<file path="src/rtl/ex_mem_pkg.sv">
// ex_mem_pkg
//   Shared definitions for the EX->MEM pipeline stage: control-bundle bit
//   positions, skid-buffer state encoding, the default packed entry layout
//   and an occupancy helper.
package ex_mem_pkg;

    localparam int EM_DATA_W     = 32;
    localparam int EM_REG_ADDR_W = 5;
    localparam int EM_CTRL_W     = 6;

    // Control bundle {jump,branch,mem_write,mem_read,reg_write,mem_to_reg}
    localparam int CTRL_JUMP       = 5;
    localparam int CTRL_BRANCH     = 4;
    localparam int CTRL_MEM_WRITE  = 3;
    localparam int CTRL_MEM_READ   = 2;
    localparam int CTRL_REG_WRITE  = 1;
    localparam int CTRL_MEM_TO_REG = 0;

    typedef enum logic [1:0] {
        ST_EMPTY = 2'd0,
        ST_ONE   = 2'd1,
        ST_TWO   = 2'd2
    } skid_state_t;

    // Entry layout at the default widths; the stage re-declares the same
    // layout locally so it follows its own parameters.
    typedef struct packed {
        logic [EM_DATA_W-1:0]     add;
        logic [EM_DATA_W-1:0]     alu;
        logic [EM_DATA_W-1:0]     b2;
        logic [EM_DATA_W-1:0]     shl2;
        logic [EM_REG_ADDR_W-1:0] mux;
        logic                     zf;
        logic [EM_CTRL_W-1:0]     ctrl;
    } ex_mem_entry_t;

    function automatic logic [1:0] state_occupancy(input skid_state_t s);
        case (s)
            ST_ONE:  return 2'd1;
            ST_TWO:  return 2'd2;
            default: return 2'd0;
        endcase
    endfunction

endpackage

</file>
<file path="src/rtl/ex_mem_stage_skid.sv">
// pipe_skid_buf
//   Valid/ready pipeline register holding up to two entries (SKID=1, in_ready
//   registered) or one entry (SKID=0, in_ready combinational). Synchronous
//   flush empties the buffer and drops the incoming entry.
// Ports
//   clk, rst_n            clock, async active-low reset
//   flush                 empty the buffer at this edge
//   in_valid/in_ready     upstream handshake, in_data payload
//   out_valid/out_ready   downstream handshake, out_data head payload
//   occupancy             entries held
//
// state    | meaning
// ST_EMPTY | nothing held, out_valid=0
// ST_ONE   | head entry valid, skid empty
// ST_TWO   | head and skid both valid, in_ready=0
module pipe_skid_buf
    import ex_mem_pkg::*;
#(
    parameter int W    = 8,
    parameter bit SKID = 1'b1
) (
    input  logic         clk,
    input  logic         rst_n,
    input  logic         flush,
    input  logic         in_valid,
    output logic         in_ready,
    input  logic [W-1:0] in_data,
    output logic         out_valid,
    input  logic         out_ready,
    output logic [W-1:0] out_data,
    output logic [1:0]   occupancy
);

    skid_state_t  state_q, state_d;
    logic [W-1:0] head_q, skid_q;
    logic         in_ready_q;
    logic         in_fire, out_fire;
    logic         load_head_in, load_head_skid, load_skid;

    assign out_valid = (state_q != ST_EMPTY);
    // Registered in_ready breaks the combinational path from out_ready.
    assign in_ready  = SKID ? in_ready_q : (!out_valid || out_ready);
    assign in_fire   = in_valid && in_ready;
    assign out_fire  = out_valid && out_ready;
    assign out_data  = head_q;
    assign occupancy = state_occupancy(state_q);

    always_comb begin
        state_d        = state_q;
        load_head_in   = 1'b0;
        load_head_skid = 1'b0;
        load_skid      = 1'b0;
        case (state_q)
            ST_EMPTY: begin
                if (in_fire) begin
                    state_d      = ST_ONE;
                    load_head_in = 1'b1;
                end
            end
            ST_ONE: begin
                if (in_fire && out_fire) begin
                    load_head_in = 1'b1;
                end else if (in_fire && SKID) begin
                    state_d   = ST_TWO;
                    load_skid = 1'b1;
                end else if (out_fire) begin
                    state_d = ST_EMPTY;
                end
            end
            ST_TWO: begin
                if (out_fire) begin
                    state_d        = ST_ONE;
                    load_head_skid = 1'b1;
                end
            end
            default: state_d = ST_EMPTY;
        endcase
        if (flush) begin
            state_d        = ST_EMPTY;
            load_head_in   = 1'b0;
            load_head_skid = 1'b0;
            load_skid      = 1'b0;
        end
    end

    always_ff @(posedge clk or negedge rst_n) begin
        if (!rst_n) begin
            state_q    <= ST_EMPTY;
            head_q     <= '0;
            skid_q     <= '0;
            in_ready_q <= 1'b1;
        end else begin
            state_q    <= state_d;
            in_ready_q <= (state_d != ST_TWO);
            if (load_head_in) begin
                head_q <= in_data;
            end else if (load_head_skid) begin
                head_q <= skid_q;
            end
            if (load_skid) begin
                skid_q <= in_data;
            end
        end
    end

endmodule

</file>
<file path="src/rtl/ex_mem_stage.sv">
// ex_mem_stage
//   EX->MEM pipeline stage: packs the EX results into one entry, passes it
//   through a valid/ready skid buffer, gates control on bubbles and derives
//   the registered branch decision for fetch.
// Ports
//   clk, rst_n, flush                          clock, async reset, flush
//   in_valid/in_ready, *_in                    EX-side handshake and fields
//   out_valid/out_ready, *_out                 MEM-side handshake and fields
//   pc_src_out, branch_target_out              branch decision of head entry
//   occupancy                                  entries held
module ex_mem_stage
    import ex_mem_pkg::*;
#(
    parameter int DATA_W     = EM_DATA_W,
    parameter int REG_ADDR_W = EM_REG_ADDR_W,
    parameter int CTRL_W     = EM_CTRL_W,
    parameter bit SKID       = 1'b1
) (
    input  logic                  clk,
    input  logic                  rst_n,
    input  logic                  flush,
    input  logic                  in_valid,
    output logic                  in_ready,
    input  logic [DATA_W-1:0]     add_in,
    input  logic [DATA_W-1:0]     alu_in,
    input  logic [DATA_W-1:0]     b2_in,
    input  logic [DATA_W-1:0]     shl2_in,
    input  logic [REG_ADDR_W-1:0] mux_in,
    input  logic                  zf_in,
    input  logic [CTRL_W-1:0]     ctrl_in,
    output logic                  out_valid,
    input  logic                  out_ready,
    output logic [DATA_W-1:0]     add_out,
    output logic [DATA_W-1:0]     alu_out,
    output logic [DATA_W-1:0]     b2_out,
    output logic [DATA_W-1:0]     shl2_out,
    output logic [REG_ADDR_W-1:0] mux_out,
    output logic                  zf_out,
    output logic [CTRL_W-1:0]     ctrl_out,
    output logic                  pc_src_out,
    output logic [DATA_W-1:0]     branch_target_out,
    output logic [1:0]            occupancy
);

    typedef struct packed {
        logic [DATA_W-1:0]     add;
        logic [DATA_W-1:0]     alu;
        logic [DATA_W-1:0]     b2;
        logic [DATA_W-1:0]     shl2;
        logic [REG_ADDR_W-1:0] mux;
        logic                  zf;
        logic [CTRL_W-1:0]     ctrl;
    } entry_t;

    localparam int ENTRY_W = $bits(entry_t);

    entry_t in_entry, head;

    always_comb begin
        in_entry      = '0;
        in_entry.add  = add_in;
        in_entry.alu  = alu_in;
        in_entry.b2   = b2_in;
        in_entry.shl2 = shl2_in;
        in_entry.mux  = mux_in;
        in_entry.zf   = zf_in;
        in_entry.ctrl = ctrl_in;
    end

    pipe_skid_buf #(
        .W    (ENTRY_W),
        .SKID (SKID)
    ) u_skid (
        .clk       (clk),
        .rst_n     (rst_n),
        .flush     (flush),
        .in_valid  (in_valid),
        .in_ready  (in_ready),
        .in_data   (in_entry),
        .out_valid (out_valid),
        .out_ready (out_ready),
        .out_data  (head),
        .occupancy (occupancy)
    );

    assign add_out  = head.add;
    assign alu_out  = head.alu;
    assign b2_out   = head.b2;
    assign shl2_out = head.shl2;
    assign mux_out  = head.mux;
    assign zf_out   = head.zf;

    // Data registers may hold stale values after a flush; gating control
    // keeps a bubble from writing registers or memory.
    assign ctrl_out   = out_valid ? head.ctrl : '0;
    assign pc_src_out = out_valid &&
                        (head.ctrl[CTRL_JUMP] || (head.ctrl[CTRL_BRANCH] && head.zf));
    assign branch_target_out = head.ctrl[CTRL_JUMP] ? head.shl2 : head.add;

endmodule

</file>
<file path="config.mk">
export PLATFORM = sky130hd
export DESIGN_NAME = ex_mem_stage
export DESIGN_NICKNAME = d
export VERILOG_FILES = /design/src/rtl/ex_mem_pkg.sv /design/src/rtl/ex_mem_stage_skid.sv /design/src/rtl/ex_mem_stage.sv
export SDC_FILE = /design/constraint.sdc
export NUM_CORES = 1
export LEC_CHECK = 0
export CORE_MARGIN = 3
export CORE_UTILIZATION = 50
export CTS_CLUSTER_DIAMETER = 50
export DETAILED_ROUTE_END_ITERATION = 10
export PLACE_DENSITY_LB_ADDON = 0.2
export REMOVE_ABC_BUFFERS = 1
export SYNTH_ARGS = -nofsm -noshare
export SYNTH_HDL_FRONTEND = slang
export SYNTH_HIERARCHICAL = 1
export SYNTH_SLANG_ARGS = --single-unit
</file>
<file path="constraint.sdc">
create_clock -name clk -period 2.5 [get_ports clk]
set_input_delay 0.5 -clock clk [delete_from_list [all_inputs] [get_ports clk]]
set_output_delay 0.5 -clock clk [all_outputs]
set_load 0.03 [all_outputs]
</file>
==> summary.md <==
| Metric | Value |
|---|---|
| Status | finished clean |
| Slowest CP cell | clkdlybuf4s50_1 |
| Post-Synth Adder-Cell Area | 0% |
| Critical Path Start | u_skid/out_data[5] |
| Post-detailed-route count of antenna-violating nets | 0 |
| Cells after synthesis | slightly below 1000 |
| Initial antenna violation count | 0 |
| CTS tree | built |
| Clk buf depth | 3 |
| Area occupied by multi-input gates | 4840 um^2 |
| Post-synthesis register bit count | roughly 280 |
| Xor/xnor share of the synthesized area | 0% |
| WP data required | ~2 ns |
| VDD IR max | 0.952 mV |
| Post-synthesis mux area share | 27.8% |
| Crit-path max FO | 4 |
| Post-synthesis sequential area ratio | 57.0% |
| # IOs | ~320 |
| Vias in the first global route | 8690 |
| Buf+Inv Stages, Crit Path | 1 |
| WS Path Type | flop to output pin |
| PortBufs | 321 |
| Max-cap violations | 0 |
| Synth Area in Compound Gates | just under 6% |
| CP arrival | about 1.9 ns |
| Worst-margin pin slew | 0.508 ns |
| Worst-Skew Late Latency | 0.49 ns |
| # setup viols final | 0 |
| Register area | between 7000 and 8000 um^2 |
| Ys flop type | dfrtp_1 |
| FF-to-FF setup slack | 0.68 ns |
| Setup bufs post-CTS | 0 |
| Clk pin slew, worst setup/hold paths | 0.05 ns |
| Largest family of logic cells by synthesized area | multiplexers |
| Pwr/cell area | between 900 and 1000 nW/um^2 |
| Reg2reg start | u_skid/state_q[0] |
| Worst setup EP type | output pin |
| Post-Route M1 WL | approximately 12000 um |
| Cell Area, Synth | approximately 12000 um^2 |
| DRC Markers | 0 |
| Slew Viols, Final | 0 |
| Post-synth EDFFs | 0 |
| Slew margin rel. | approximately two thirds |
| Syn_area_per_cell | approximately 13 um^2 |
| P_leak | 7.35 nW |
| Tot GR Track Use | between 20% and 30% |
| Area Growth Syn to Fin | 40.5% |
| Metal2 WL | 14400 um |
| FF-to-FF End | u_skid/out_data[137] |
| Max Used Layer | met4 |
| Routed WL per cell | approximately 18 um |
| DR pass1 iterations | 6 |
| Slowest Stage Delay on Critical Path | ~0.63 ns |
| Die area | about 27000 um^2 |
| Drt initial violations | 384 |
| Clock skew | approximately 0.0098 ns |
| Final WL | between 20000 and 30000 um |
| Number of library cell types mapped by synthesis | 25 |
| Vias | roughly 8600 |
| Die W | about 160 um |
| Cell Rows | 57 |
| Non-Filler Instances | about 1700 |
| DP Area | 16300 um^2 |
| Setup crit end | branch_target_out[31] |
| Pin count of the biggest net entering global routing | 61 |
| Starting density of the core | 51.0% |
| Cells after DPL | 1595 |
| Met3 WL | 2440 um |
| RSZ-0062 raised after global routing | no |
| Hold Path Class | flop to flop |
| CTS root buffer | clkbuf_16 |
| Most frequent cells in the layout | 282 x clkdlybuf4s50_1, 281 x dfrtp_1, 144 x mux2_2 |
| GR Overflow Total | 0 |
| Startpoint types | flop |
| Clk sinks | about 280 |
| Delay-heaviest family, CP | buffers and inverters |
| First-pass GRT wire length | ~47000 um |
| Final instance area | approximately 17000 um^2 |
| Crit. path cell count | 2 |
| Asr flop ratio synth | 100% |
| DP Wirelength | between 20000 and 25000 um |
| Total core area | between 20000 and 25000 um^2 |
| DR vias/cell | ~5.2 |
| Ys Warns | 6 |
| Die extent in y | between 150 and 200 um |
| H-Tree Level Count | 2 |
| Most common cell after layout, fill and taps aside | clkdlybuf4s50_1 |
| Crit path cell chain | mux2_2 -> clkdlybuf4s50_1 |
| Min Tclk post-route | 2.38 ns |
| Post-Synth Simple-Gate Area | 5.16% |
| Antenna Cells | 0 |
| Fill count | around 1800 |
| Fin. Hold Viols | 0 |
| R2r worst-path depth | 6 |
| Num CTS Buffers | 34 |
| Period Utilization, post-route | 95.3% |
| Layout Nets | approximately 1500 |
| Global placer's final weighted congestion | between 0.8 and 0.9 |
| Layout cell share with drive strength beyond 1 | between 20% and 30% |
| Hold WS | 0.503 ns |
| Max Fclk | between 400 and 500 MHz |
power breakdown:
part | total (mW) | switching, mW | internal (mW)
Clock | 5.18 | 1.87 | 3.31
Combinational | 4.51 | 2.28 | 2.22
Sequential | 6.43 | 0.705 | 5.73
Total | 16.1 | 4.86 | 11.3
layout make-up:
| type | count | share of cell area (%) |
|---|---|---|
| clock buffers | 47 | 5.92 |
| repair buffers | 372 | 22.4 |
| multi-input cells | 616 | 27.7 |
| clock inverters | 13 | 1.05 |
| flip-flops and latches | 283 | 40.6 |
| inverters | 1 | 0.0215 |
| well taps | 324 | 2.32 |
flip-flops by register name, indices dropped and copies added (netlist names):
name / cells
u_skid/out_data: 140
u_skid/state_q: 2
u_skid/skid_q: 140
u_skid/in_ready: 1
metrics by stage:
step           power (mW)  utilization [%]  worst slack, ns  TNS, ns
6_report             16.1             71.6            0.117        0
5_1_grt              16.9             71.6           0.0388        0
4_1_cts              16.3             71.6           0.0670        0
3_5_place_dp         11.1             66.7            0.142        0
3_3_place_gp         11.0             66.7            0.229        0
2_1_floorplan        9.11                -            -3.92  -806.44
metal layers:
| metal | vias up | global-route usage, % |
|---|---|---|
| met4 | 0 | 5.11 |
| li1 | 4058 | - |
| met3 | 38 | 7.03 |
| met2 | 264 | 36.6 |
| met1 | 4194 | 27.9 |
| met5 | - | 0 |
synth_stat cells, drive strengths merged (3+ instances only):
library cell	instances	area share [%]
mux2	172	16
a21oi	141	5.7
and2	6	0.30
clkbuf	9	0.27
dfrtp	282	57
mux2i	141	11
nor2b	3	0.15
nor2	142	4.3
buf	57	3.9
nand2	3	0.091
logic make-up (layout without fill, tap and decap cells):
family / Yosys count / count (layout)
compound gates: 144 / 144
buf+inv: 67 / 433
flops: 283 / 283
mux: 313 / 313
simple gates: 159 / 159
how the worst min path moves through the flow:
stage,from,endpoint,slack (ns),cells after the start
finish,u_skid/skid_q[119],u_skid/skid_q[119],0.50,1
global route,u_skid/skid_q[38],u_skid/skid_q[38],0.51,1
CTS,u_skid/skid_q[31],u_skid/skid_q[31],0.51,1
detailed placement,rst_n,u_skid/out_data[131],0.48,1
global placement,rst_n,u_skid/out_data[131],0.47,1
floorplan,rst_n,u_skid/out_data[0],0.20,0
what timing repair did:
| action | CTS | global route |
|---|---|---|
| setup endpoints to repair | 38 | 0 |
| gates resized for setup | 38 | 0 |
| endpoints found under the hold margin | 51 | 0 |
| hold buffers | 1 | 0 |
Power figures use the tool's default switching activity.
